[src/rtl/prog_loader.sv]
// Program download loader: receives a byte-stream program, writes it into
// instruction memory, starts the processor and times the run until Halt.
// Optional download checksum byte enabled by defining LOADER_CHECKSUM_EN.
module prog_loader #(
  parameter int unsigned ADDR_W = 8,
  parameter int unsigned CNT_W  = 16
) (
  input  logic              CLK,
  input  logic              Reset,
  input  logic              Load,
  input  logic              InValid,
  input  logic [7:0]        InByte,
  output logic              InReady,
  output logic              IWrite,
  output logic [ADDR_W-1:0] IAddr,
  output logic [8:0]        IData,
  output logic              start,
  input  logic              Halt,
  output logic              Done,
  output logic              Error,
  output logic [CNT_W-1:0]  CycleCount
);

  // Index/count width must hold 2^ADDR_W and any header byte value.
  localparam int unsigned IDX_W = (ADDR_W + 1 > 9) ? ADDR_W + 1 : 9;
  localparam int unsigned DEPTH = 1 << ADDR_W;

`ifdef LOADER_CHECKSUM_EN
  typedef enum logic [3:0] {
    S_IDLE, S_HDR, S_LO, S_HI, S_WRITE, S_CSUM, S_STRT, S_RUN, S_DONE, S_ERR
  } state_t;
`else
  typedef enum logic [3:0] {
    S_IDLE, S_HDR, S_LO, S_HI, S_WRITE, S_STRT, S_RUN, S_DONE, S_ERR
  } state_t;
`endif

  state_t             state_q, state_d;
  logic [IDX_W-1:0]   n_q, n_d;
  logic [IDX_W-1:0]   idx_q, idx_d;
  logic [IDX_W-1:0]   idx_inc;
  logic [8:0]         data_q, data_d;
  logic [CNT_W-1:0]   cnt_q, cnt_d;
  logic               in_ready_q, in_ready_d;
  logic               iwrite_q, iwrite_d;
  logic               start_q, start_d;
  logic               done_q, done_d;
  logic               error_q, error_d;
  logic               xfer;
`ifdef LOADER_CHECKSUM_EN
  logic [7:0]         csum_q, csum_d;
`endif

  assign xfer    = InValid && in_ready_q;
  assign idx_inc = idx_q + IDX_W'(1);

  // Next-state and datapath; registered outputs decode the next state.
  always_comb begin
    state_d = state_q;
    n_d     = n_q;
    idx_d   = idx_q;
    data_d  = data_q;
    cnt_d   = cnt_q;
`ifdef LOADER_CHECKSUM_EN
    csum_d  = csum_q;
`endif
    case (state_q)
      S_IDLE: begin
        if (Load) state_d = S_HDR;
      end
      S_HDR: begin
        if (xfer) begin
          n_d     = (InByte == 8'd0) ? IDX_W'(DEPTH) : IDX_W'(InByte);
          idx_d   = '0;
`ifdef LOADER_CHECKSUM_EN
          csum_d  = InByte;
`endif
          state_d = S_LO;
        end
      end
      S_LO: begin
        if (xfer) begin
          data_d[7:0] = InByte;
`ifdef LOADER_CHECKSUM_EN
          csum_d      = csum_q + InByte;
`endif
          state_d     = S_HI;
        end
      end
      S_HI: begin
        if (xfer) begin
          if (InByte[7:1] != 7'd0) begin
            state_d = S_ERR;
          end else begin
            data_d[8] = InByte[0];
`ifdef LOADER_CHECKSUM_EN
            csum_d    = csum_q + InByte;
`endif
            state_d   = S_WRITE;
          end
        end
      end
      S_WRITE: begin
        idx_d = idx_inc;
        if (idx_inc < n_q) begin
          state_d = S_LO;
        end else begin
`ifdef LOADER_CHECKSUM_EN
          state_d = S_CSUM;
`else
          state_d = S_STRT;
`endif
        end
      end
`ifdef LOADER_CHECKSUM_EN
      S_CSUM: begin
        if (xfer) state_d = (InByte == csum_q) ? S_STRT : S_ERR;
      end
`endif
      S_STRT: begin
        cnt_d   = '0;
        state_d = S_RUN;
      end
      S_RUN: begin
        if (Halt) begin
          state_d = S_DONE;
        end else if (cnt_q != {CNT_W{1'b1}}) begin
          cnt_d = cnt_q + CNT_W'(1);
        end
      end
      S_DONE, S_ERR: begin
        if (Load) begin
          cnt_d   = '0;
          state_d = S_HDR;
        end
      end
      default: state_d = S_IDLE;
    endcase

    in_ready_d = (state_d == S_HDR) || (state_d == S_LO) || (state_d == S_HI)
`ifdef LOADER_CHECKSUM_EN
                 || (state_d == S_CSUM)
`endif
                 ;
    iwrite_d = (state_d == S_WRITE);
    start_d  = (state_d == S_STRT);
    done_d   = (state_d == S_DONE);
    error_d  = (state_d == S_ERR);
  end

  always_ff @(posedge CLK) begin
    if (Reset) begin
      state_q    <= S_IDLE;
      n_q        <= '0;
      idx_q      <= '0;
      data_q     <= '0;
      cnt_q      <= '0;
      in_ready_q <= 1'b0;
      iwrite_q   <= 1'b0;
      start_q    <= 1'b0;
      done_q     <= 1'b0;
      error_q    <= 1'b0;
`ifdef LOADER_CHECKSUM_EN
      csum_q     <= '0;
`endif
    end else begin
      state_q    <= state_d;
      n_q        <= n_d;
      idx_q      <= idx_d;
      data_q     <= data_d;
      cnt_q      <= cnt_d;
      in_ready_q <= in_ready_d;
      iwrite_q   <= iwrite_d;
      start_q    <= start_d;
      done_q     <= done_d;
      error_q    <= error_d;
`ifdef LOADER_CHECKSUM_EN
      csum_q     <= csum_d;
`endif
    end
  end

  assign InReady    = in_ready_q;
  assign IWrite     = iwrite_q;
  assign IAddr      = idx_q[ADDR_W-1:0];
  assign IData      = data_q;
  assign start      = start_q;
  assign Done       = done_q;
  assign Error      = error_q;
  assign CycleCount = cnt_q;

endmodule

[config.mk]
export PLATFORM = sky130hd
export DESIGN_NAME = prog_loader
export DESIGN_NICKNAME = d
export VERILOG_FILES = /design/src/rtl/prog_loader.sv
export SDC_FILE = /design/constraint.sdc
export NUM_CORES = 1
export LEC_CHECK = 0
export BUFFER_PORTS_ARGS = -buffer_cell sky130_fd_sc_hd__buf_4
export CAP_MARGIN = 0
export CELL_PAD_IN_SITES_DETAIL_PLACEMENT = 1
export CELL_PAD_IN_SITES_GLOBAL_PLACEMENT = 1
export CORE_MARGIN = 2
export CORE_UTILIZATION = 37
export DETAILED_ROUTE_END_ITERATION = 16
export HOLD_SLACK_MARGIN = 0.02
export PLACE_DENSITY = 0.84
export SLEW_MARGIN = 20
export SYNTH_ARGS = -nofsm -noshare
export SYNTH_HDL_FRONTEND = slang
export SYNTH_SLANG_ARGS = --single-unit
[constraint.sdc]
create_clock -name CLK -period 2.4 [get_ports CLK]
set_input_delay 0.12 -clock CLK [delete_from_list [all_inputs] [get_ports CLK]]
set_output_delay 0.12 -clock CLK [all_outputs]
set_load 0.1 [all_outputs]
==> results.yml, run 1 <==
placement:
  place.gp.congestion: 0.8283
  place_inst: 477
  dp_hpwl_um: 5706
  io_buffers: 50
  place_area_mm2: 0.003261
layout:
  layoutNonFillerInstCount: 483
  drive_gt1_share_pct: 24.74
  fin_nets: 408
  syn_to_final_growth_pct: 22.22
  num-fill-cells: 909
  fin_area_mm2: 0.003441
  antenna_cells: 0
synth:
  syn-num-nets: 362
  synth_area_leaders: "dfxtp_1, a21oi_1, nand2_1, ha_1, nor2_1"
  syn_avg_cell_area_um2: 8.304
  netlist_area_mm2: 0.002815
  ys_top_cells_by_count: "dfxtp_1, nand2_1, nor2_1"
  synth-seq-cells: 52
  yosysSeqAreaShare_pct: 36.98
  ys_warn_count: 0
  yosysMostFrequentCell: "dfxtp_1"
  async_flop_share_pct: 0
  synth.top_cell.area_share_pct: 36.98
  yosysTopAreaCell: "dfxtp_1"
  synth_cells: 339
  synth.distinct_cells: 55
  synth_edf_count: 0
  synth_flop_cell: "dfxtp_1"
drt:
  routedWlPerCell_um: 16.02
  first_pass_iters: 4
  drc: 0
  vias: 2596
  wirelength_um: 7736
  ant_nets: 0
  post_drt_via_cell_ratio: 5.375
  drt_iter0_drc: 114
clock_network:
  clk_pin_slew_ps: 100
  cts_tree: "built"
  root_buffer: "clkbuf_8"
  cts_buffers: 5
  clockBufferDepth: 2
  clk_latency_ps: 320
  clock-sinks: 52
  htreeDepth: 2
  cts_setup_buffers: 0
power_and_ir_drop:
  ir_drop_uv: 175.9
  comb_power_share_pct: 7.2
  seq_power_share_pct: 55.5
  p_clk_share_pct: 37.3
  p_leak_nw: 1.250
  net-switching-power_w: 0.0003764
  power.internal_w: 0.001211
  p_per_area_mw_per_mm2: 461.4
  p_sw_share_pct: 23.71
sta:
  hold_viol: 0
  period_minus_slack_ps: 2219
  max_freq_mhz: 450.6
  fin_crit_sh_pct: 92.46
  tightest_slew_ps: 618.6
  relSlewSlack_pct: 58.70
  final.setup_skew_ps: 22.21
  setup_viol: 0
  rsz0062_at_grt: "false"
  drv_slew: 0
worst_setup_path:
  cp_data_required_time_ps: 2640
  crit_path_start_kind: "flip-flop"
  critical_path_class: "flip-flop to flip-flop"
  end_kind: "flip-flop"
  cp_data_arrival_time_ps: 2450
  crit_path_max_fanout: 8
  worstReg2RegStart: "idx_q[0]"
  startpoint: "idx_q[0]"
status:
  status: "completed"
grt:
  grt_use_total_pct: 19.46
  grt_max_degree: 40
  grt_first_pass_wirelength_um: 13280
  antenna_found_initial: 0
  overflow: 0
  grt_pass1_vias: 2713
floorplan:
  rows: 31
  start_util_pct: 38.61
  die_h_um: 91.23
  coreArea_mm2: 0.007292
  die_area_mm2: 0.008322
  die_w_um: 91.23
  io_pins: 51
flow_run:
  drv_cap: 0
min_path:
  hold_class: "input port to flip-flop"
  worstHoldStart: "InByte[1]"
## power by group through the flow
stage | clock network, W | logic, W | registers (W)
floorplan | 0 | 0.0000645 | 0.000908
global placement | 0 | 0.000109 | 0.000901
detailed placement | 0 | 0.000112 | 0.000901
CTS | 0.000603 | 0.000114 | 0.000881
global route | 0.000636 | 0.000125 | 0.000884
finish | 0.000592 | 0.000114 | 0.000881
## metrics by stage
step	worst slack (ps)	hold slack (ps)	util, %	setup TNS, ps	total power (W)
after floorplan	49.35	256.0	-	0	0.0009721
after CTS	27.23	52.86	46.35	0	0.001598
after global placement	120.1	386.0	44.72	0	0.001011
final	180.9	62.26	47.19	0	0.001588
after global routing	6.697	59.95	47.19	0	0.001645
after detailed placement	-3.555	394.6	44.72	-3.844	0.001014
## kinds of logic (layout without fill, tap and decap cells)
family / Yosys count / count (layout) / share of synthesized area [%]
AND/OR/NAND/NOR: 140 / 140 / 26.89
AO/OA/AOI/OAI: 79 / 79 / 17.42
flip-flops: 52 / 52 / 36.98
buffers and inverters: 34 / 79 / 6.311
XOR/XNOR: 13 / 13 / 4.044
multiplexers: 11 / 11 / 3.911
adder cells (fa/ha/maj): 10 / 10 / 4.444
## final cells by class
| type | instances | area [um^2] | area share [%] |
|---|---|---|---|
| flip-flops and latches | 52 | 1052 | 30.58 |
| inverters | 14 | 52.55 | 1.527 |
| clock buffers | 5 | 68.82 | 2.000 |
| multi-input cells | 253 | 1670 | 48.55 |
| well taps | 99 | 123.9 | 3.600 |
| clock inverters | 1 | 30.03 | 0.8727 |
| repair buffers | 59 | 442.9 | 12.87 |
## worst paths after layout
check	slack, ps	endpoint	depth (start not counted)
setup / recovery	180	state_q[1]	9
hold / removal	60	n_q[1]	3
setup reg to reg	180	state_q[1]	9
hold reg to reg	460	n_q[5]	2
## cell usage in the layout (no fill, tap or decap), types with 4 or more instances in the layout
cell type and instances:
nor4_1 6, nand4_1 5, xor2_1 5, nand3_1 10, or4_1 4, o21a_1 4, dfxtp_1 43, inv_1 14
mux2i_1 11, and2_1 4, ha_1 9, o21ai_0 16, nor2_1 29, nand2_1 36, clkbuf_8 5, or3_1 12
nand2b_1 4, dfxtp_2 9, xnor2_1 7, buf_4 59, a21oi_1 29
## worst max-delay path, stage by stage (launching register included)
cell and delay (ps):
dfxtp_2 370, buf_4 170, nand3_1 130, xnor2_1 220, ha_1 270, o21a_1 170, nor2_1 110, a211oi_2 60
or4_1 480, a21oi_1 170
## what timing repair did
action / in CTS / in global routing
endpoints found under the setup margin: 5 / 5
hold buffers: 0 / 0
resized for setup: 4 / 16
cloned: 0 / 0
hold endpoints to repair: 0 / 0
pin swaps: 0 / 4
## state kept, by name (all words and copies together), names as in the netlist
register and cells:
IData 9, IWrite 1, start 1, CycleCount 16, InReady 1, Error 1, n_q 9, Done 1
idx_q 9, state_q 4
## per-layer routing
metal / share of wire [%] / wire length [um] / track usage [%] / vias to the layer above
met3: 3.9 / 304 / 4.066 / 6
met5: 0 / 0 / 0 / -
met1: 47 / 3645 / 25.39 / 1244
met2: 48 / 3715 / 32.90 / 49
li1: - / - / - / 1297
met4: 0.90 / 70 / 4.672 / 0
No activity file was read; power rests on OpenSTA's default activity.
==> run 2, diff against run 1 <==
CORE_UTILIZATION = 41   (was 37)
PLACE_DENSITY = 0.88   (was 0.84)
REMOVE_ABC_BUFFERS = 1   (was unset)
clock period = 2.1 ns   (was 2.4 ns; I/O delays follow)
==> results.yml, run 2 (synthesized netlist as in run 1, its figures left out) <==
sta:
  setup_viol: 5
  final.setup_skew_ps: 17.06
  drv_slew: 0
  relSlewSlack_pct: 56.45
  tightest_slew_ps: 646.4
  fin_crit_sh_pct: 106.0
  period_minus_slack_ps: 2226
  hold_viol: 0
  hold_slack_ps: 44.63
  rsz0062_at_grt: "true"
  max_freq_mhz: 449.2
  setup_ws_ps: -126.4
layout:
  final_common_cell: "buf_4"
  antenna_cells: 0
  drive_gt1_share_pct: 35.06
  layoutNonFillerInstCount: 505
  mostFrequentLayoutCells: "buf_4, dfxtp_1, nand2_1, nor2_1, a21oi_1"
  largest_register_ffs: 16
  fin_nets: 447
  syn_to_final_growth_pct: 36.53
  final_util_pct: 57.21
drt:
  first_pass_iters: 4
  routedWlPerCell_um: 17.95
  post_drt_via_cell_ratio: 5.638
  wirelength_um: 9067
  ant_nets: 0
  drt_iter0_drc: 88
  vias: 2847
  drc: 0
floorplan:
  rows: 30
  coreArea_mm2: 0.006719
  io_pins: 51
  die_w_um: 86.87
  start_util_pct: 41.90
  die_h_um: 86.87
  die_area_mm2: 0.007546
clock_network:
  htreeDepth: 2
  cts_tree: "built"
  clk_latency_ps: 310
  clock-sinks: 52
  cts_buffers: 5
  root_buffer: "clkbuf_8"
  clockBufferDepth: 2
  clk_pin_slew_ps: 100
placement:
  dp_slack_ps: -259.9
  io_buffers: 50
  place_inst: 488
  place.gp.congestion: 0.8236
  dp_hpwl_um: 6168
grt:
  grt_use_total_pct: 23.51
  grt_pass1_vias: 3002
  grt_first_pass_wirelength_um: 14130
  grt_max_degree: 40
  antenna_found_initial: 0
  overflow: 0
worst_setup_path:
  max_stage_delay_ps: 490
  crit_path_start_kind: "flip-flop"
  cp_data_arrival_time_ps: 2480
  crit_top_cell: "a211oi_2"
  cp_data_required_time_ps: 2350
  crit_family: "simple AND/OR/NAND/NOR gates"
  crit_path_max_fanout: 3
  path_buf_inv: 0
  end_kind: "flip-flop"
  critical_path_class: "flip-flop to flip-flop"
  slowest_stage: "or4_4"
  cp_cell_sequence: "ha_4 > nand3_4 > xnor2_2 > ha_1 > a211oi_2 > a211oi_2 > or4_4 > a21oi_2"
status:
  status: "complete, but fails checks"
  violations: "setup timing"
power_and_ir_drop:
  ir_drop_uv: 335.6
  p_leak_nw: 1.512
  p_per_area_mw_per_mm2: 498.7
  power_w: 0.001917
flow_run:
  drv_cap: 0
min_path:
  hold_class: "input port to flip-flop"
-- run 2: worst paths after layout --
kind	start	to	slack, ps	depth (start not counted)
setup / recovery	idx_q[0]	state_q[1]	-130	8
hold / removal	InByte[5]	IData[5]	40	3
setup reg to reg	idx_q[0]	state_q[1]	-130	8
hold reg to reg	n_q[8]	n_q[8]	470	2
-- run 2: cell type report --
| class | count | area, um^2 |
|---|---|---|
| multi-input combinational | 253 | 1760 |
| timing repair buffer | 98 | 747.0 |
| tap | 80 | 100.1 |
| clock inverter | 1 | 30.03 |
| fill | 793 | 2875 |
| inverter | 14 | 52.55 |
| sequential | 52 | 1057 |
| clock buffer | 7 | 96.34 |
-- run 2: worst min-delay path: stages --
cell and delay [ps]:
buf_4 90, mux2i_1 60, nor2_1 70
-- run 2: stage by stage --
stage / cell area (um^2) / TNS, ps
final: 3844 / -413.1
after global routing: 3844 / -921.0
after CTS: 3707 / -110.4
after detailed placement: 3458 / -1074
after global placement: 3458 / -140.9
after floorplan: 2690 / -11630
-- run 2: power breakdown --
group,internal (W),switching (W),total (W)
Combinational,0.0000589,0.0000912,0.000150
Sequential,0.000991,0.0000130,0.00100
Clock,0.000421,0.000342,0.000763
-- run 2: repair_timing --
item                                    4_1_cts  5_1_grt
gates resized for setup                      27       23
gates cloned                                  0        0
endpoints found under the setup margin        5       11
pin swaps                                    12       19
hold buffers                                  0        0
buffers inserted                              2        7
-- run 2: routing by layer --
metal	GRT usage [%]	vias to the layer above	part of all wire [%]
li1	-	1379	-
met1	26.69	1406	42
met2	45.18	49	54
met3	2.749	13	2.5
met4	7.386	0	1.8
met5	0	-	0
==> run 3, diff against run 2 <==
REMOVE_ABC_BUFFERS = unset   (was 1)
TNS_END_PERCENT = 50   (was unset)
==> results.yml, run 3 (synthesized netlist as in run 1, its figures left out) <==
layout:
  largest_register_ffs: 16
  fin_nets: 424
  syn_to_final_growth_pct: 30.04
  final-seq-area_mm2: 0.001082
  multiInputGateArea_mm2: 0.001745
  fin_area_mm2: 0.003661
  mostFrequentLayoutCells: "buf_4, nand2_1, nor2_1, a21oi_1, dfxtp_1"
  drive_gt1_share_pct: 33.92
  antenna_cells: 0
  layoutNonFillerInstCount: 481
  final_common_cell: "buf_4"
  num-fill-cells: 808
drt:
  wirelength_um: 8295
  drc: 0
  routedWlPerCell_um: 17.25
  first_pass_iters: 4
  drt_iter0_drc: 126
  post_drt_via_cell_ratio: 5.692
  vias: 2738
  ant_nets: 0
worst_setup_path:
  end_kind: "flip-flop"
  crit_path_start_kind: "flip-flop"
  slowest_stage: "or4_1"
  cp_cell_sequence: "nand3_4 > nor3_2 > xor2_1 > ha_1 > nand4_1 > a211oi_2 > or4_1 > a21oi_2"
  cp_data_required_time_ps: 2340
  critical_path_class: "flip-flop to flip-flop"
  crit_path_max_fanout: 4
  cp_data_arrival_time_ps: 2440
  max_stage_delay_ps: 510
sta:
  final.setup_skew_ps: 7.955
  drv_slew: 0
  rsz0062_at_grt: "true"
  period_minus_slack_ps: 2197
  max_freq_mhz: 455.1
  fin_crit_sh_pct: 104.6
  tightest_slew_ps: 662.6
  setup_viol: 4
  setup_ws_ps: -97.47
  hold_viol: 0
  hold_slack_ps: 55.41
  relSlewSlack_pct: 55.36
  finalSetupTns_ps: -131.0
grt:
  grt-busiest-layer: "met2"
  overflow: 0
  met3_usage_pct: 3.697
  gr-usage-met1_pct: 27.83
  grt_max_degree: 40
  use_met2_pct: 39.14
  grt_first_pass_wirelength_um: 13350
  grt_use_total_pct: 22.24
  antenna_found_initial: 0
  grt_pass1_vias: 2744
status:
  violations: "setup timing"
  status: "complete, but fails checks"
clock_network:
  clk_pin_slew_ps: 90
  cts_tree: "built"
  htreeDepth: 2
  clock-sinks: 52
  clk_latency_ps: 310
  cts_buffers: 5
  root_buffer: "clkbuf_8"
  clockBufferDepth: 2
  hold_buffers: 0
floorplan:
  coreArea_mm2: 0.006719
  start_util_pct: 41.90
  io_pins: 51
  die_h_um: 86.87
  die_w_um: 86.87
  die_area_mm2: 0.007546
  rows: 30
placement:
  place_inst: 470
  place_area_mm2: 0.003369
  place.gp.congestion: 0.8522
  dp_hpwl_um: 5881
  io_buffers: 50
  dp_slack_ps: -200.7
power_and_ir_drop:
  p_leak_nw: 1.381
  ir_drop_uv: 222.9
  p_per_area_mw_per_mm2: 497.1
min_path:
  hold_class: "input port to flip-flop"
flow_run:
  drv_cap: 0
==> run 3: cell types whose count changed in the layout (fill, tap and decap cells not counted), moves of 2 or more <==
| cell | change |
|---|---|
| buf_4 | -24 |
| dfxtp_1 | -16 |
| dfxtp_2 | +14 |
| clkbuf_8 | -2 |
| dfxtp_4 | +2 |
| nand2_1 | +2 |
| nand2_2 | -2 |
==> run 3: power breakdown <==
| part | internal [W] | switching (W) |
|---|---|---|
| registers | 0.000988 | 0.0000131 |
| clock network | 0.000350 | 0.000331 |
| logic | 0.0000502 | 0.0000874 |
==> run 3: stage by stage <==
stage | utilization [%] | total power (W)
2_1_floorplan | - | 0.001108
4_1_cts | 52.94 | 0.001835
3_3_place_gp | 50.15 | 0.001154
5_1_grt | 54.49 | 0.001895
3_5_place_dp | 50.15 | 0.001159
6_report | 54.49 | 0.001820
==> run 3: metal layers <==
layer / routed length, um / vias up
met5: 0 / -
met4: 102 / 0
met3: 277 / 10
met2: 4244 / 48
met1: 3670 / 1352
li1: - / 1328
==> run 3: critical path, delay by kind of cell (launching register included) <==
family | cells | cell delay [ps]
simple gates | 4 | 1020
flops | 1 | 400
fa+ha+maj | 1 | 280
xor+xnor | 1 | 230
compound gates | 2 | 200
==> run 3: cell type report <==
| type | instances | area share (%) |
|---|---|---|
| clock inverters | 1 | 0.8202 |
| repair buffers | 75 | 15.79 |
| well taps | 80 | 2.734 |
| clock buffers | 6 | 1.982 |
| multi-input cells | 253 | 47.68 |
| flip-flops and latches | 52 | 29.56 |
| inverters | 14 | 1.435 |
==> run 3: what timing repair did <==
item,4_1_cts,5_1_grt
setup endpoints to repair,6,11
gates resized for setup,19,20
pin swaps,11,12
setup buffers,1,3
hold endpoints to repair,0,0
==> run 3: final timing paths <==
kind / slack [ps] / from / endpoint / cells after the start
max: -100 / idx_q[3] / state_q[1] / 8
min: 60 / InByte[1] / n_q[1] / 3
max reg2reg: -100 / idx_q[3] / state_q[1] / 8
min reg2reg: 460 / n_q[1] / n_q[1] / 2
